## config.mk

```make
export PLATFORM = sky130hd
export DESIGN_NAME = hazard_sb
export DESIGN_NICKNAME = d
export VERILOG_FILES = /design/src/rtl/hazard_sb.sv
export SDC_FILE = /design/constraint.sdc
export NUM_CORES = 1
export LEC_CHECK = 0
export CORE_MARGIN = 2
export CORE_UTILIZATION = 50
export CTS_CLUSTER_SIZE = 24
export DETAILED_ROUTE_END_ITERATION = 8
export GPL_TIMING_DRIVEN = 0
export PLACE_DENSITY = 0.87
export SYNTH_ARGS = -nofsm -noshare
export SYNTH_HDL_FRONTEND = slang
export SYNTH_SLANG_ARGS = --single-unit
```

## constraint.sdc

```tcl
create_clock -name clk -period 5.3 [get_ports clk]
set_clock_uncertainty 0.05 [all_clocks]
set_input_delay 0.795 -clock clk [delete_from_list [all_inputs] [get_ports clk]]
set_output_delay 0.795 -clock clk [all_outputs]
set_load 0.03 [all_outputs]
```

## src/rtl/hazard_sb.sv

```systemverilog
// Hazard scoreboard for a 5-stage pipeline: tracks E/M/W producers, raises the
// D-stage stall and drives D/E forward selects, plus the HI/LO busy counter.
module hazard_sb #(
    parameter int RA_W     = 5,
    parameter int MULT_LAT = 5,
    parameter int DIV_LAT  = 10
) (
    input  logic            clk,
    input  logic            reset,
    input  logic [RA_W-1:0] d_rs,
    input  logic [RA_W-1:0] d_rt,
    input  logic [1:0]      d_tuse_rs,
    input  logic [1:0]      d_tuse_rt,
    input  logic [RA_W-1:0] d_dst,
    input  logic [1:0]      d_tnew,
    input  logic            d_md,
    input  logic            d_div,
    input  logic            d_hilo,
    output logic            stall,
    output logic [1:0]      fwd_rs_d,
    output logic [1:0]      fwd_rt_d,
    output logic [1:0]      fwd_rs_e,
    output logic [1:0]      fwd_rt_e,
    output logic            md_busy
);

    localparam logic [1:0] SEL_RF = 2'd0;
    localparam logic [1:0] SEL_E  = 2'd1;
    localparam logic [1:0] SEL_M  = 2'd2;
    localparam logic [1:0] SEL_W  = 2'd3;
    localparam logic [1:0] TUSE_NONE = 2'd3;

    localparam logic [5:0] MULT_CNT = 6'(MULT_LAT);
    localparam logic [5:0] DIV_CNT  = 6'(DIV_LAT);

    logic [RA_W-1:0] e_dst, e_rs, e_rt, m_dst, w_dst;
    logic [1:0]      e_tnew, m_tnew, w_tnew;
    logic [5:0]      md_cnt;

    logic rs_stall, rt_stall, hilo_stall;

    function automatic logic [1:0] tnew_dec(input logic [1:0] t);
        return (t == 2'd0) ? 2'd0 : t - 2'd1;
    endfunction

    // A source only blocks D if its producer in E or M cannot deliver in time.
    function automatic logic src_stall(
        input logic [RA_W-1:0] s,
        input logic [1:0]      tuse,
        input logic [RA_W-1:0] ed,
        input logic [1:0]      et,
        input logic [RA_W-1:0] md,
        input logic [1:0]      mt
    );
        if (s == '0 || tuse == TUSE_NONE) return 1'b0;
        return ((ed == s) && (et > tuse)) || ((md == s) && (mt > tuse));
    endfunction

    function automatic logic [1:0] sel_d(
        input logic [RA_W-1:0] s,
        input logic [RA_W-1:0] ed,
        input logic [1:0]      et,
        input logic [RA_W-1:0] md,
        input logic [1:0]      mt,
        input logic [RA_W-1:0] wd,
        input logic [1:0]      wt
    );
        if (s == '0)                  return SEL_RF;
        if (ed == s && et == 2'd0)    return SEL_E;
        if (md == s && mt == 2'd0)    return SEL_M;
        if (wd == s && wt == 2'd0)    return SEL_W;
        return SEL_RF;
    endfunction

    function automatic logic [1:0] sel_e(
        input logic [RA_W-1:0] s,
        input logic [RA_W-1:0] md,
        input logic [1:0]      mt,
        input logic [RA_W-1:0] wd
    );
        if (s == '0)               return SEL_RF;
        if (md == s && mt == 2'd0) return SEL_M;
        if (wd == s)               return SEL_W;
        return SEL_RF;
    endfunction

    always_comb begin
        rs_stall   = src_stall(d_rs, d_tuse_rs, e_dst, e_tnew, m_dst, m_tnew);
        rt_stall   = src_stall(d_rt, d_tuse_rt, e_dst, e_tnew, m_dst, m_tnew);
        md_busy    = (md_cnt != 6'd0);
        hilo_stall = d_hilo && md_busy;
        stall      = rs_stall || rt_stall || hilo_stall;

        // D selects stay live during a stall so the held instruction sees progress.
        fwd_rs_d = sel_d(d_rs, e_dst, e_tnew, m_dst, m_tnew, w_dst, w_tnew);
        fwd_rt_d = sel_d(d_rt, e_dst, e_tnew, m_dst, m_tnew, w_dst, w_tnew);
        fwd_rs_e = sel_e(e_rs, m_dst, m_tnew, w_dst);
        fwd_rt_e = sel_e(e_rt, m_dst, m_tnew, w_dst);
    end

    // NOTE: state registers use non-blocking assignments so every stage shifts
    // from the pre-edge values, independent of statement order.
    always_ff @(posedge clk or negedge reset) begin
        if (!reset) begin
            e_dst  <= '0;
            e_tnew <= '0;
            e_rs   <= '0;
            e_rt   <= '0;
            m_dst  <= '0;
            m_tnew <= '0;
            w_dst  <= '0;
            w_tnew <= '0;
            md_cnt <= '0;
        end else begin
            if (stall) begin
                e_dst  <= '0;
                e_tnew <= '0;
                e_rs   <= '0;
                e_rt   <= '0;
            end else begin
                e_dst  <= d_dst;
                e_tnew <= d_tnew;
                e_rs   <= d_rs;
                e_rt   <= d_rt;
            end

            m_dst  <= e_dst;
            m_tnew <= tnew_dec(e_tnew);
            w_dst  <= m_dst;
            w_tnew <= tnew_dec(m_tnew);

            // A stalled md instruction has not issued, so it must not restart the count.
            if (d_md && !stall)
                md_cnt <= d_div ? DIV_CNT : MULT_CNT;
            else if (md_cnt != 6'd0)
                md_cnt <= md_cnt - 6'd1;
        end
    end

endmodule
```

==> After elaboration in Yosys (flattened, before gate mapping) <==
Index checks and enable logic that the tools add are counted.
{ "word_totals": {"ff_bits": 37, "in_bits": 26, "out_inout_bits": 10, "wordCells": 133} }
{ "op_classes": {"n_addsub": 3, "magnitude_cmp": 4, "n_eq_ne": 12, "n_mux": 75, "n_reduce_logical": 30} }
{ "ops": {"columns": ["op", "n"], "rows": [
  ["two-way mux 2 bit", 31],
  ["== test 5 bit", 10],
  ["two-way mux 1 bit", 38],
  ["logical NOT 5 bit", 4],
  ["two-way mux 5 bit", 3],
  ["logical AND 1 bit", 14],
  ["two-way mux 6 bit", 2],
  ["greater-than comparator 2 bit", 4],
  ["logical NOT 2 bit", 3],
  ["logical OR 1 bit", 6],
  ["nonzero test 6 bit", 1],
  ["subtractor 6 x 1 -> 6 bit, second input constant", 1],
  ["== test 2 bit, second input constant", 2],
  ["two-way mux 4 bit", 1],
  ["subtractor 2 x 1 -> 2 bit, second input constant", 2],
  ["nonzero test 2 bit", 1],
  ["logical NOT 1 bit", 1]
]} }

==> Depth between registers and ports, before layout <==
{ "logic_depth": {"ltp_word": 13, "ltp_mapped": 10, "ltp_nobuf": 8} }

==> Worst setup path after synthesis <==
Ideal clock, no wire load.
{ "synth_path": {"path_kind": "in2out", "start": "in d_rs[1]", "end": "out stall", "arrival_ps": 2399, "required_time_ps": 4455, "slack_ps": 2056, "path_stages": 8, "path_buffers": 2, "path_cell_list": "or4_1 o21ai_1 nor4_1 a311oi_2 and3_1 buf_6 buf_6 inv_1"} }
{ "synth_between": {"elab_chain_cells": 6, "word_cells_on_any_way": 11, "classes_between": "eq/ne (2); mux (2); reduce/logical (7)"} }
{ "synth_rtl": {"columns": ["item", "line", "source"], "rows": [
  ["start: declaration", "10", "input logic [RA_W-1:0] d_rs,"],
  ["== test 5 bit / logical NOT 5 bit (equally long branches)", "56, 55", null],
  ["logical AND 1 bit / logical OR 1 bit (equally long branches)", "56, 55", null],
  ["logical OR 1 bit / two-way mux 1 bit (equally long branches)", "56, 55", null],
  ["two-way mux 1 bit (*)", "56", "return ((ed == s) && (et > tuse)) || ((md == s) && (mt > tuse));"],
  ["logical OR 1 bit (*) (2 in a row)", "92", "stall = rs_stall || rt_stall || hilo_stall;"],
  ["end: declaration", "19", "output logic stall,"]
]} }
Every way passes the cells marked *; elsewhere a longest branch is shown, timed or not.

==> Worst setup path after layout <==
Same ends and word-level chain as after synthesis.

==> impl_metrics.yaml <==
cts:
  clock_latency_ns: 0.28
  clk_path_buf_depth: 2
  postCtsSetupBuffers: 0
  htreeDepth: 2
  clk_pin_slew_worst_paths_ns: 0.07
  cts_tree: "yes"
  cts_hold_buf: 0
  cts_sinks: 37
  cts_buffers: 5
  cts-root-buf: "clkbuf_8"
  cts_resized: 0
setup_path:
  worstSetupEndpointType: "primary output"
  crit_path_start_kind: "input pin"
  crit_fanout: 10
  crit_buf_inv: 5
  r2r_setup_slack_ns: 2.89
  crit_chain: "clkdlybuf4s50_1, or4_1, o21ai_1, nor4_1, a311oi_2, and3_1, buf_6, buf_6, inv_1, clkdlybuf4s50_1"
  cp.required_ns: 4.45
  ff2ff_path_depth: 9
  cp_slowest_stage_delay_ns: 0.62
  path_depth: 10
  worstPathArrival_ns: 3.77
  cp_top_family: "buffers and inverters"
  crit_type: "in -> out"
  crit_slowest_cell: "or4_1"
synth:
  yosys_warnings: 0
  synthMuxAreaShare: 0.02326
  synth_compound_area_frac: 0.06645
  synth.cell_area_um2: 2260
  syn_inst: 229
  seq_area_frac_synth: 0.4097
  synth-xor-area-share: 0.2054
  synth_top_family_by_area: "XOR/XNOR gates"
  ys_types: 30
  synthSimpleGateAreaFrac: 0.2049
  synthAdderAreaFrac: 0.05537
  syn_nets: 265
  ys_ff_latch: 37
  synth.avg_cell_area_um2: 9.868
route:
  drtAntennaViolNets: 0
  num_vias: 1763
  first_pass_iters: 4
  drc: 0
  wl_um: 4917
  viasPerCell: 5.475
  avgRoutedWirePerCell_um: 15.27
  drt_iter0_markers: 65
job:
  maxCapViolCount: 0
timing:
  finalHoldViolations: 0
  totalNegativeSetupSlack_ns: 0
  worstMarginPinSlew_ns: 0.8056
  finalCriticalPeriod_ns: 4.611
  fin_crit_sh: 0.8700
  worst_slew_margin_rel: 0.4629
  rsz0062_at_grt: "no"
  fmax_ghz: 0.2169
  final-setup-viol-count: 0
  slew_viol_final: 0
power:
  power_density_nw_per_um2: 346.8
  peakVddDrop_mv: 0.2441
  power_leakage_nw: 1.234
run_status:
  outcome: "completed"
global_routing:
  antenna_found_initial: 0
  grt_start_max_net_pins: 38
  globalRoute.totalOverflow: 0
  grt_pass1_vias: 1699
  grt_usage: 0.2042
  grt_pass1_wl_um: 7893
die:
  die_w_um: 71.23
  start_util: 0.5190
  io_pins: 36
  die-area_um2: 5073
  die_h_um: 71.23
  rows: 24
  coreArea_um2: 4354
cells_and_area:
  area_growth_pct: 21.54
  seq_area_um2: 925.9
  nNetsFinal: 306
  final.fill_count: 347
  drive_above_1_share: 0.1074
  stdcell_area_um2: 2746
  final_common_cell: "dfrtp_1"
  multiInputGateArea_um2: 1255
  diodes: 0
  instances_no_fill: 322
  most-common-layout-cells: "37 x dfrtp_1, 33 x clkdlybuf4s50_1, 28 x xnor2_1"
placed_design:
  dp_cells: 315
  port_buffers: 34
  gp_congestion: 0.9142
  place_hpwl_um: 3684
  post_dp_cell_area_um2: 2660
hold_path:
  hold_class: "reg -> reg"
  min_path_cells: 0
power by group:
part	switching [W]	leakage, nW	internal (W)	total, W
logic	0.000179	0.714	0.000181	0.000360
registers	0.0000655	0.476	0.000333	0.000398
clock network	0.0000914	0.0443	0.000103	0.000194
final cells by class:
type / instances / area share
Tap cell: 52 / 0.02369
Sequential cell: 37 / 0.3371
Clock buffer: 7 / 0.03144
Inverter: 12 / 0.01640
Buffer: 5 / 0.01230
Timing Repair Buffer: 34 / 0.1221
Multi-Input combinational cell: 175 / 0.4569
stage by stage:
step                power (W)    util  setup slack [ns]  hold slack, ns
floorplan           0.0006466       -             2.056          0.3019
global placement    0.0007449  0.6121            0.7456          0.3054
detailed placement  0.0007616  0.6109            0.7304          0.3234
CTS                 0.0009573  0.6307            0.7174          0.3376
global route         0.001017  0.6307            0.5619          0.3421
finish              0.0009526  0.6307            0.6891          0.3332
Yosys cell counts, drive strengths merged:
cell type   n  area [µm²]
nand3       9       45.04
a211oi      1       7.510
mux2i       3       30.03
ha         10       125.1
nor4        7       43.79
and3        3       18.77
nand2      12       45.04
a21oi      13       65.06
nor2       15       56.30
xnor2      28       245.2
o22a        2       17.52
nor2b       4       25.02
a311oi      1       15.01
nand2b      2       12.51
mux2        2       22.52
clkbuf      3       11.26
or4         4       30.03
o21ai       3       15.01
buf         2       22.52
o41ai       1       8.760
a221oi      1       8.760
xor2       25       219.0
nor3b       2       15.01
a31oi       2       12.51
dfrtp      37       925.9
inv        12       45.04
nor3        5       25.02
and2       20       146.4
final timing paths:
path,startpoint,endpoint
worst max-delay path,d_rs[1],stall
worst min-delay path,m_dst[1]$_DFF_PN0_,w_dst[1]$_DFF_PN0_
worst max register to register,m_dst[1]$_DFF_PN0_,e_rt[3]$_DFF_PN0_
worst min register to register,m_dst[1]$_DFF_PN0_,w_dst[1]$_DFF_PN0_
max in group asynchronous,reset,m_dst[1]$_DFF_PN0_
min in group asynchronous,reset,e_tnew[1]$_DFF_PN0_
layer usage:
layer  global-route usage  part of all wire  vias up
met4              0.05870             0.019        0
met5                    0                 0        -
li1                     -                 -      848
met3              0.04641             0.045       11
met1               0.2498              0.42      849
met2               0.3611              0.51       55
sequential cells by signal, indices dropped and copies added (netlist names):
name    flops
w_tnew      2
w_dst       5
m_tnew      2
e_rt        5
e_rs        5
e_dst       5
md_cnt      6
e_tnew      2
m_dst       5
kinds of logic (layout without fill, tap and decap cells):
kind of cell	Yosys count	count (layout)
compound gates	24	24
xor+xnor	53	53
fa+ha+maj	10	10
buf+inv	17	58
flops	37	37
mux	5	5
simple gates	83	83
No activity file was read; power rests on OpenSTA's default activity.
